==> src/rtl/bomb_countdown.sv <==
// Bomb countdown: mm:ss BCD timer driven by a one-second tick, with
// penalties, defuse freeze, saturation at 00:00, expiry level and boom pulse.
module bomb_countdown #(
    parameter int START_MIN   = 5,
    parameter int START_SEC   = 0,
    parameter int PENALTY_SEC = 10
) (
    input  logic       clk,
    input  logic       rst,
    input  logic       load,
    input  logic       enable,
    input  logic       uno_second,
    input  logic       penalty,
    input  logic       defused,
    output logic [3:0] min_tens,
    output logic [3:0] min_ones,
    output logic [3:0] sec_tens,
    output logic [3:0] sec_ones,
    output logic       running,
    output logic       expired,
    output logic       boom
);

    typedef enum logic [2:0] {
        ST_IDLE    = 3'd0,
        ST_RUNNING = 3'd1,
        ST_PAUSED  = 3'd2,
        ST_DEFUSED = 3'd3,
        ST_EXPIRED = 3'd4
    } state_t;

    localparam logic [6:0] START_MIN_B = 7'(START_MIN);
    localparam logic [6:0] START_SEC_B = 7'(START_SEC);
    localparam logic [6:0] PENALTY_B   = 7'(PENALTY_SEC);

    // Binary 0..99 to two BCD digits {tens, ones}.
    function automatic logic [7:0] to_bcd(input logic [6:0] v);
        return {4'(v / 7'd10), 4'(v % 7'd10)};
    endfunction

    state_t     state_r;
    state_t     state_next_s;
    logic [6:0] min_bin_s;
    logic [6:0] sec_bin_s;
    logic [6:0] tick_amt_s;
    logic [6:0] pen_amt_s;
    logic [6:0] dec_s;
    logic [6:0] new_min_s;
    logic [6:0] new_sec_s;
    logic       cur_zero_s;
    logic       new_zero_s;
    logic       upd_s;
    logic       reload_s;
    logic       boom_next_s;

    // Saturating subtraction of this cycle's decrement, borrowing one minute
    // when seconds underflow (decrement never exceeds 60, so one borrow suffices).
    always_comb begin
        min_bin_s  = 7'(min_tens) * 7'd10 + 7'(min_ones);
        sec_bin_s  = 7'(sec_tens) * 7'd10 + 7'(sec_ones);
        tick_amt_s = (uno_second && (state_r == ST_RUNNING)) ? 7'd1 : 7'd0;
        pen_amt_s  = (penalty && ((state_r == ST_RUNNING) || (state_r == ST_PAUSED)))
                     ? PENALTY_B : 7'd0;
        dec_s      = tick_amt_s + pen_amt_s;
        new_min_s  = min_bin_s;
        new_sec_s  = sec_bin_s;
        if (sec_bin_s >= dec_s) begin
            new_sec_s = sec_bin_s - dec_s;
            new_min_s = min_bin_s;
        end else if (min_bin_s == 7'd0) begin
            new_sec_s = 7'd0;
            new_min_s = 7'd0;
        end else begin
            new_sec_s = sec_bin_s + 7'd60 - dec_s;
            new_min_s = min_bin_s - 7'd1;
        end
        cur_zero_s = (min_bin_s == 7'd0) && (sec_bin_s == 7'd0);
        new_zero_s = (new_min_s == 7'd0) && (new_sec_s == 7'd0);
    end

    // Next-state logic: load beats defuse, defuse beats any time update.
    always_comb begin
        state_next_s = state_r;
        upd_s        = 1'b0;
        reload_s     = 1'b0;
        boom_next_s  = 1'b0;
        if (load) begin
            reload_s     = 1'b1;
            state_next_s = ST_IDLE;
        end else begin
            case (state_r)
                ST_IDLE: begin
                    if (enable && cur_zero_s) begin
                        state_next_s = ST_EXPIRED;
                        boom_next_s  = 1'b1;
                    end else if (enable) begin
                        state_next_s = ST_RUNNING;
                    end else begin
                        state_next_s = ST_IDLE;
                    end
                end
                ST_RUNNING: begin
                    if (defused) begin
                        state_next_s = ST_DEFUSED;
                    end else begin
                        upd_s = 1'b1;
                        if (!cur_zero_s && new_zero_s) begin
                            state_next_s = ST_EXPIRED;
                            boom_next_s  = 1'b1;
                        end else if (!enable) begin
                            state_next_s = ST_PAUSED;
                        end else begin
                            state_next_s = ST_RUNNING;
                        end
                    end
                end
                ST_PAUSED: begin
                    if (defused) begin
                        state_next_s = ST_DEFUSED;
                    end else begin
                        upd_s = 1'b1;
                        if (!cur_zero_s && new_zero_s) begin
                            state_next_s = ST_EXPIRED;
                            boom_next_s  = 1'b1;
                        end else if (enable) begin
                            state_next_s = ST_RUNNING;
                        end else begin
                            state_next_s = ST_PAUSED;
                        end
                    end
                end
                ST_DEFUSED: state_next_s = ST_DEFUSED;
                ST_EXPIRED: state_next_s = ST_EXPIRED;
                default:    state_next_s = ST_IDLE;
            endcase
        end
    end

    // State, digit and flag registers; every output comes straight from a flop.
    always_ff @(posedge clk) begin
        if (rst) begin
            state_r              <= ST_IDLE;
            {min_tens, min_ones} <= to_bcd(START_MIN_B);
            {sec_tens, sec_ones} <= to_bcd(START_SEC_B);
            running              <= 1'b0;
            expired              <= 1'b0;
            boom                 <= 1'b0;
        end else begin
            state_r <= state_next_s;
            if (reload_s) begin
                {min_tens, min_ones} <= to_bcd(START_MIN_B);
                {sec_tens, sec_ones} <= to_bcd(START_SEC_B);
            end else if (upd_s) begin
                {min_tens, min_ones} <= to_bcd(new_min_s);
                {sec_tens, sec_ones} <= to_bcd(new_sec_s);
            end else begin
                {min_tens, min_ones} <= {min_tens, min_ones};
                {sec_tens, sec_ones} <= {sec_tens, sec_ones};
            end
            running <= (state_next_s == ST_RUNNING);
            expired <= (state_next_s == ST_EXPIRED);
            boom    <= boom_next_s;
        end
    end

endmodule

==> config.mk <==
export PLATFORM = sky130hd
export DESIGN_NAME = bomb_countdown
export DESIGN_NICKNAME = d
export VERILOG_FILES = /design/src/rtl/bomb_countdown.sv
export SDC_FILE = /design/constraint.sdc
export NUM_CORES = 1
export LEC_CHECK = 0
export ABC_AREA = 1
export BUFFER_PORTS_ARGS = -buffer_cell sky130_fd_sc_hd__buf_4
export CORE_MARGIN = 3
export CORE_UTILIZATION = 40
export CTS_BUF_LIST = sky130_fd_sc_hd__clkbuf_16
export CTS_CLUSTER_DIAMETER = 30
export DETAILED_ROUTE_END_ITERATION = 7
export HOLD_SLACK_MARGIN = 0.06
export PLACE_DENSITY_LB_ADDON = 0.3
export RECOVER_POWER = 50
export SLEW_MARGIN = 20
export SYNTH_ARGS = -nofsm -noshare
export SYNTH_HDL_FRONTEND = slang
export SYNTH_SLANG_ARGS = --single-unit
export TNS_END_PERCENT = 50
==> constraint.sdc <==
create_clock -name clk -period 11.2 [get_ports clk]
set_input_delay 3.36 -clock clk [delete_from_list [all_inputs] [get_ports clk]]
set_output_delay 3.36 -clock clk [all_outputs]
set_load 0.02 [all_outputs]
==> metrics, run 1 <==
ys async rst share 0; CP Max Fanout 17; Worst-Margin Slew 1.050 ns; Final setup viols 0; routed vias 3008; Final Net Count 551; adder-cell share of the synthesized area 0.1606; # hold bufs at CTS 0; clk_skew 0.003796 ns; Slowest-stage cell, CP nor2_1; post-synthesis mux area share 0; DIE AREA 8593 um^2; DRC 0; clock sinks 22; most used cell, CP nand2_1; total track usage 0.1799; deepest level of the CTS H-tree 1; pwr/cell area 122.2 nW/um^2; drt first-iter violations 131; Yosys Warn Count 0; postcts setup bufs 0; DPL Wire Length 6.160 mm; Slew HR 0.2976; leading area contributor after synthesis nand2_1; Routed Antenna Nets 0; largest net degree at the start of global routing 20; number of synthesized flops with an enable pin 0; status finished clean; worst vdd ir 0.00005586 V; min Tclk post-route 8.002 ns; Seq cells post-synth 22; core box area 7057 um^2; CTS Root Cell clkbuf_16; diodes inserted 0; CTS Buffer Depth 2; initial antenna violation count 0; layout cells sized above 1 0.1102; Max Freq 125.0 MHz; via count of the first global-routing pass 2797; Net Count, Synth 522; synthesized-area fraction occupied by and/or/nand/nor cells 0.4349; Seq/Total Area, Yosys 0.1465; Clk Latency, worst-skew pair 0.26 ns; Syn Inst Count 480; GP Congestion 0.8881; Synth Cell Area 3007 um^2; die span in y 92.70 um; crit end category register; Final Core Density 0.4667; hold crit path type register to register; commonest non-fill, non-tap cell in the layout nand2_1; Initial DRT Pass Iterations 4; Synth Area per Inst 6.264 um^2; Final Hold Vio Count 0; max-slew violation count 0; Flop pwr share 0.202; top cells by area, synth nand2_1, dfxtp_1, ha_1, nand3_1, inv_1; first-pass GRT wire length 12.77 mm; Max Cap Viol 0; LEAKAGE 1.788 nW; Non-Filler Instances 604; Data required, critical path 11.36 ns; Hold Slack 0.5374 ns; area growth from synthesis to layout 9.530%; CP max stage delay 0.80 ns; final cycle utilization of the critical path 0.7145; Yosys cell types 41; placed insts 600; most frequent cells in the layout nand2_1, inv_1, nand3_1; ys flop type dfxtp_1; Ports 26; Port Buffer Count 25; post-synthesis compound-gate area fraction 0.1074; design internal power 210.2 uW; Synth Area in XOR/XNOR 0.03787; initial core utilization 0.4261; Crit Path Class input pin to register; top cell type's share of synthesized area 0.1660; Switch Pwr 192.1 uW; total routed wirelength 7.475 mm; RSZ-0062 raised after global routing no; CTS resizes 0; Sw Ratio 0.4775; crit path DAT 8.16 ns; final setup TNS 0 ns; Clock power frac 0.199; routed len/inst 12.38 um; largest family of logic cells by synthesized area simple AND/OR/NAND/NOR gates; cts bufs inserted 3; Clock transition at path regs 0.06 ns; crit path launch type input pin; via/cell ratio 4.980; total gr overflow 0; CTS tree yes; Die X 92.70 um; row cnt 30; Combinational Power Share 0.599
==> sequential cells by signal, summed over array words and instances (netlist names) <==
name,cells
expired,1
sec_tens,4
state_r,3
running,1
boom,1
min_ones,4
min_tens,4
sec_ones,4
==> metal layers <==
metal  up-vias  part of all wire  track usage
li1       1604                 -            -
met1      1345              0.51       0.2591
met2        52              0.45       0.2943
met3         7             0.038      0.02356
met4         0            0.0076      0.02198
met5         -                 0            0
==> final timing paths <==
path,start,to,slack [ns],cells past startpoint
setup / recovery,penalty,sec_ones[1]$_SDFFE_PP0P_,3.20,37
hold / removal,sec_ones[3]$_SDFFE_PP0P_,sec_ones[3]$_SDFFE_PP0P_,0.54,2
setup reg to reg,sec_tens[0]$_SDFFE_PP0P_,sec_ones[1]$_SDFFE_PP0P_,5.13,36
hold reg to reg,sec_ones[3]$_SDFFE_PP0P_,sec_ones[3]$_SDFFE_PP0P_,0.54,2
==> layout make-up <==
type	count	area (um^2)
Multi-Input combinational cell	371	2211
Timing Repair Buffer	26	123.9
Tap cell	96	120.1
Inverter	85	319.1
Fill cell	779	3764
Sequential cell	22	440.4
Clock inverter	1	3.754
Clock buffer	3	75.07
==> metrics by stage <==
step,area (um^2),worst slack (ns),total power [mW]
detailed placement,3302,3.466,0.3243
CTS,3381,3.736,0.4059
global route,3293,2.483,0.4417
floorplan,3007,3.976,0.2816
global placement,3302,3.692,0.3163
finish,3293,3.198,0.4023
==> power groups by stage <==
stage / Combinational [mW] / Sequential, mW / Clock [mW]
floorplan: 0.198 / 0.0839 / 0
global placement: 0.233 / 0.0830 / 0
detailed placement: 0.241 / 0.0830 / 0
CTS: 0.243 / 0.0813 / 0.0820
global route: 0.277 / 0.0814 / 0.0828
finish: 0.241 / 0.0812 / 0.0800
==> cells in the mapped netlist (4+ instances only) <==
library cell and instances:
dfxtp_1 22, nor3_1 5, xor2_1 9, nand3_1 57, ha_1 29, nand3_2 9, a21oi_1 18, xnor2_1 4
nand2_2 14, inv_1 73, o21bai_1 4, nand4_1 8, inv_2 9, fa_1 6, nand2_1 133, nor2_1 26
o21ai_0 15
==> worst max-delay path, delay by kind of cell <==
family	cells	cell delay (ns)
adder cells (fa/ha/maj)	5	0.96
AO/OA/AOI/OAI	2	0.33
AND/OR/NAND/NOR	24	3.10
buffers and inverters	6	0.42
==> cells by family (layout without fill, tap and decap cells) <==
| family | after synthesis | after routing |
|---|---|---|
| flip-flops | 22 | 22 |
| adder cells (fa/ha/maj) | 35 | 35 |
| buffers and inverters | 87 | 115 |
| AND/OR/NAND/NOR | 270 | 270 |
| XOR/XNOR | 13 | 13 |
| AO/OA/AOI/OAI | 53 | 53 |
No activity file was read; power rests on OpenSTA's default activity.
==> inputs of run 2 (changes only) <==
- ABC_AREA: 1 -> 0
- clock period: 11.2 -> 6.6 ns (I/O delays scaled with it)
==> metrics, run 2 <==
status finished clean; fin area 4513 um^2 (+37%); most used cell, CP ha_4; max-slew violation count 0 (unchanged); pwr/cell area 235.2 nW/um^2 (+93%); LEAKAGE 1.890 nW (+5.7%); Yosys cell types 82 (+100%); crit path DAT 6.60 ns (-1.56 ns); Initial DRT Pass Iterations 5 (+1); initial antenna violation count 0 (unchanged); min Tclk post-route 6.440 ns; Final Net Count 558 (+1.3%); Clock transition at path regs 0.06 ns (about the same); ys async rst share 0 (unchanged); grt met3 use 0.02605 (+0.002488); design internal power 619.9 uW (+190%); Final Hold Vio Count 0 (unchanged); core box area 7486 um^2 (+6.1%); Clk Latency, worst-skew pair 0.25 ns (about the same); Port Buffer Count 25 (unchanged); crit end category register; clock sinks 22 (unchanged); crit path launch type input pin; Ports 26 (unchanged); CTS Root Cell clkbuf_16; Slowest-stage cell, CP or4b_1; # hold bufs at CTS 0 (unchanged); Net Count, Synth 451 (-14%); RSZ-0062 raised after global routing yes; routed vias 3733 (+24%); via count of the first global-routing pass 3558 (+27%); most frequent cells in the layout buf_4, inv_1, nand2_1, nor2_1, dfxtp_1; Seq/Total Area, Yosys 0.1381 (-0.008336); Syn Inst Count 409 (-15%); DIE AREA 9077 um^2 (+5.6%); GRT busiest layer met2; layout cells sized above 1 0.3541 (+0.2438); commonest non-fill, non-tap cell in the layout buf_4; Die X 95.28 um (+2.8%); Power Total 1.062 mW (+160%); cts bufs inserted 3 (unchanged); die span in y 95.28 um (+2.8%); routed len/inst 17.85 um (+44%); first-pass GRT wire length 16.79 mm (+32%); leading area contributor after synthesis dfxtp_1; CTS tree yes; Seq cells post-synth 22 (unchanged); hold crit path type register to register; met2 Resource Use GR 0.4029 (+0.1087); via/cell ratio 6.090 (+22%); total routed wirelength 10.94 mm (+46%); deepest level of the CTS H-tree 1 (unchanged); fillcell total 650 (-17%); largest net degree at the start of global routing 17 (-15%); CP max stage delay 0.49 ns (-0.31 ns); Flop pwr share 0.132 (-0.070); worst vdd ir 0.0002662 V (+380%); DPL Wire Length 8.092 mm (+31%); Final setup viols 0 (unchanged); top cells by area, synth dfxtp_1, ha_1, fa_1, inv_1, nor2_1; Max Freq 155.3 MHz; diodes inserted 0 (unchanged); top cell type's share of synthesized area 0.1381 (-0.02789); Synth Cell Area 3188 um^2 (+6.0%); total gr overflow 0 (unchanged); Clock power frac 0.120 (-0.079); dpl cell area 4056 um^2 (+23%); Switch Pwr 441.7 uW (+130%); Routed Antenna Nets 0 (unchanged); row cnt 31 (+3.3%); Worst-Margin Slew 0.8200 ns (-0.2297 ns); CTS Buffer Depth 2 (unchanged); synth cell count leaders inv_1, nor2_1, nand2_1; GP Congestion 0.9154 (+3.1%); Slew HR 0.4513 (+0.1537); Max Cap Viol 0 (unchanged); area growth from synthesis to layout 41.56%; drt first-iter violations 192 (+47%); Hold Slack 0.5315 ns (-0.005947 ns); Combinational Power Share 0.748 (+0.149); initial core utilization 0.4259 (about the same); Final Core Density 0.6029 (+0.1362); Yosys Warn Count 0 (unchanged); ys flop type dfxtp_1; number of synthesized flops with an enable pin 0 (unchanged); Sw Ratio 0.4161 (-0.06140); Synth Area per Inst 7.795 um^2 (+24%); final cycle utilization of the critical path 0.9758; CP Max Fanout 5 (-12); DRC 0 (unchanged); Crit Path Class input pin to register; Data required, critical path 6.76 ns (-4.60 ns); clk_skew 0.001661 ns (-0.002134 ns); total track usage 0.2294 (+0.04951); met1 usage 0.2924 (+0.03329)
-- run 2: layer usage --
metal,vias to the layer above,share of wire
li1,1777,-
met1,1798,0.43
met2,130,0.50
met3,28,0.037
met4,0,0.035
met5,-,0
-- run 2: area by class of cell --
cell class	count	area, um^2	share of cell area
Inverter	33	123.9	0.02745
Multi-Input combinational cell	339	2927	0.6485
Tap cell	99	123.9	0.02745
Sequential cell	22	440.4	0.09759
Timing Repair Buffer	117	823.3	0.1824
Clock buffer	3	75.07	0.01663
-- run 2: power groups by stage --
stage | clock network (mW) | registers, mW | logic [mW]
detailed placement | 0 | 0.143 | 0.664
finish | 0.128 | 0.140 | 0.794
CTS | 0.128 | 0.140 | 0.685
global placement | 0 | 0.142 | 0.651
global route | 0.134 | 0.140 | 0.857
floorplan | 0 | 0.144 | 0.414
-- run 2: path summary, 6_finish.rpt --
path,depth (start not counted),startpoint,endpoint,slack (ns)
worst max-delay path,29,uno_second,sec_ones[2]$_SDFFE_PP0P_,0.16
worst max register to register,31,min_tens[1]$_SDFFE_PP0P_,sec_ones[2]$_SDFFE_PP0P_,0.46
worst min register to register,2,min_tens[3]$_SDFFE_PP0P_,min_tens[3]$_SDFFE_PP0P_,0.53
worst min-delay path,2,min_tens[3]$_SDFFE_PP0P_,min_tens[3]$_SDFFE_PP0P_,0.53
-- run 2: repair_timing --
item	in CTS	in global routing
resized for setup	23	36
pin swaps	7	36
setup buffers	5	14
endpoints found under the setup margin	4	7
-- run 2: kinds of logic (layout without fill, tap and decap cells) --
| logic type | Yosys count | in the layout | synth area share |
|---|---|---|---|
| compound gates | 128 | 128 | 0.3053 |
| flops | 22 | 22 | 0.1381 |
| fa+ha+maj | 36 | 36 | 0.1546 |
| xor+xnor | 17 | 17 | 0.05141 |
| buf+inv | 48 | 153 | 0.06005 |
| simple gates | 149 | 149 | 0.2594 |
| mux | 9 | 9 | 0.03100 |
-- run 2: stage by stage --
stage / setup slack [ns] / instances / TNS [ns]
2_1_floorplan: -0.1197 / 409 / -0.2384
3_3_place_gp: -0.4397 / 591 / -1.375
3_5_place_dp: -0.4963 / 591 / -2.075
4_1_cts: -0.01515 / 599 / -0.01515
5_1_grt: -0.02565 / 613 / -0.04952
6_report: 0.1596 / 613 / 0
-- run 2: worst max-delay path, delay by kind of cell --
| kind | cells | cell delay (ns) |
|---|---|---|
| XOR/XNOR | 1 | 0.17 |
| buffers and inverters | 4 | 0.34 |
| adder cells (fa/ha/maj) | 5 | 1.02 |
| AND/OR/NAND/NOR | 11 | 1.96 |
| AO/OA/AOI/OAI | 7 | 0.89 |
| multiplexers | 1 | 0.23 |
==> inputs of run 3 (changes only) <==
- CORE_ASPECT_RATIO: default -> 0.8
==> metrics, run 3 (synthesized netlist as in run 2, its figures left out) <==
status finished clean; pwr/cell area 251.5 nW/um^2 (+6.9%); diodes inserted 0 (unchanged); initial core utilization 0.4213 (-0.004577); Final Net Count 553 (-0.90%); fillcell total 677 (+4.2%); Place WS -0.3878 ns (+0.1086 ns); routed vias 3707 (-0.70%); clk_skew 0.002884 ns (+0.001223 ns); Die X 105.8 um (+11%); CP Max Fanout 4 (-1); crit path launch type input pin; DIE AREA 9084 um^2 (about the same); largest net degree at the start of global routing 17 (unchanged); GP Congestion 0.9916 (+8.3%); Port Buffer Count 25 (unchanged); layout cells sized above 1 0.3569 (+0.002777); via/cell ratio 6.028 (-1.0%); first-pass GRT wire length 16.66 mm (-0.82%); CTS tree yes; Worst-Margin Slew 0.9608 ns (+0.1409 ns); worst vdd ir 0.0001532 V (-42%); area growth from synthesis to layout 42.70%; Clock transition at path regs 0.07 ns (about the same); max-slew violation count 0 (unchanged); routed len/inst 17.84 um (about the same); cts bufs inserted 3 (unchanged); DRC 0 (unchanged); commonest non-fill, non-tap cell in the layout buf_4; total track usage 0.2232 (-0.006186); hold crit path type register to register; Max Cap Viol 0 (unchanged); crit end category register; row cnt 28 (-9.7%); DPL Wire Length 8.015 mm (-0.96%); Crit Path Class input pin to register; initial antenna violation count 0 (unchanged); drt first-iter violations 359 (+87%); LEAKAGE 1.887 nW (-0.17%); Final Hold Vio Count 0 (unchanged); multi-input logic area 2953 um^2 (+0.90%); total routed wirelength 10.97 mm (+0.27%); Slew HR 0.3545 (-0.09681); Ports 26 (unchanged); CTS Buffer Depth 2 (unchanged); Final Worst Setup Slack 0.09785 ns (-0.06178 ns); min Tclk post-route 6.502 ns (+0.06178 ns); Data required, critical path 6.75 ns (about the same); Routed Antenna Nets 0 (unchanged); final setup TNS 0 ns (unchanged); deepest level of the CTS H-tree 1 (unchanged); core box area 7567 um^2 (+1.1%); Clk Latency, worst-skew pair 0.26 ns (about the same); clock sinks 22 (unchanged); Max Freq 153.8 MHz (-0.95%); crit path DAT 6.65 ns (+0.05 ns); RSZ-0062 raised after global routing yes; via count of the first global-routing pass 3405 (-4.3%); Final setup viols 0 (unchanged); Initial DRT Pass Iterations 5 (unchanged); die span in y 85.85 um (-9.9%); final cycle utilization of the critical path 0.9852 (+0.009361); CTS Root Cell clkbuf_16; most frequent cells in the layout buf_4, nand2_1, nor2_1; total gr overflow 0 (unchanged); register area 440.4 um^2 (unchanged)
run 3: per-stage QoR:
stage / hold WS (ns) / cells / cell area [um^2] / utilization / power, mW
final: 0.5226 / 615 / 4549 / 0.6012 / 1.144
after global routing: 0.5525 / 615 / 4549 / 0.6012 / 1.208
after CTS: 0.5242 / 605 / 4253 / 0.5620 / 1.015
after detailed placement: 0.5100 / 596 / 4069 / 0.5377 / 0.8109
after global placement: 0.5013 / 596 / 4069 / 0.5377 / 0.8042
after floorplan: 0.5759 / 409 / 3274 / - / 0.5578
run 3: routing by layer:
| metal | part of all wire | vias to the layer above | wire, um | GRT usage |
|---|---|---|---|---|
| met1 | 0.46 | 1756 | 4998 | 0.3330 |
| met4 | 0.011 | 0 | 116 | 0.03412 |
| li1 | - | 1767 | - | - |
| met5 | 0 | - | 0 | 0 |
| met3 | 0.070 | 20 | 771 | 0.02333 |
| met2 | 0.46 | 164 | 5083 | 0.3547 |
run 3: timing repair:
action / CTS / global route
gates resized for setup: 7 / 61
buffers inserted: 5 / 10
setup endpoints to repair: 5 / 7
hold buffers: 0 / 0
pin swaps: 8 / 42
run 3: area by class of cell:
cell class | instances | area share
repair buffers | 112 | 0.1744
multi-input cells | 339 | 0.6491
inverters | 33 | 0.02778
flip-flops and latches | 22 | 0.09681
clock inverters | 1 | 0.006601
clock buffers | 3 | 0.01650
well taps | 105 | 0.02888
run 3: final timing paths:
kind | startpoint | depth (start not counted) | slack, ns | endpoint
worst min-delay path | sec_ones[1]$_SDFFE_PP0P_ | 2 | 0.52 | sec_ones[1]$_SDFFE_PP0P_
worst min register to register | sec_ones[1]$_SDFFE_PP0P_ | 2 | 0.52 | sec_ones[1]$_SDFFE_PP0P_
worst max register to register | sec_tens[3]$_SDFFE_PP0P_ | 25 | 0.36 | min_ones[2]$_SDFFE_PP1P_
worst max-delay path | uno_second | 25 | 0.1 | min_ones[2]$_SDFFE_PP1P_
run 3: where the power goes:
group / switching [mW] / internal [mW] / total [mW]
sequential: 0.00354 / 0.136 / 0.139
clock: 0.0550 / 0.121 / 0.176
combinational: 0.420 / 0.409 / 0.829
run 3: worst max-delay path, stage by stage:
cell and delay [ns]:
buf_6 0.09, and3_4 0.15, ha_4 0.24, nand4_1 0.15, nand2_1 0.09, mux2_4 0.34
nor4_4 0.39, a21oi_2 0.13, o21a_1 0.22, nor3_2 0.27, a211oi_2 0.12, a21oi_2 0.18
inv_2 0.09, ha_4 0.18, a2111oi_4 0.37, o21ai_2 0.12, and3_4 0.17, xnor2_2 0.18
ha_2 0.23, o41ai_1 0.07, nand2_1 0.08, a31oi_1 0.05, a311oi_2 0.32, mux2i_1 0.13
a221o_1 0.30
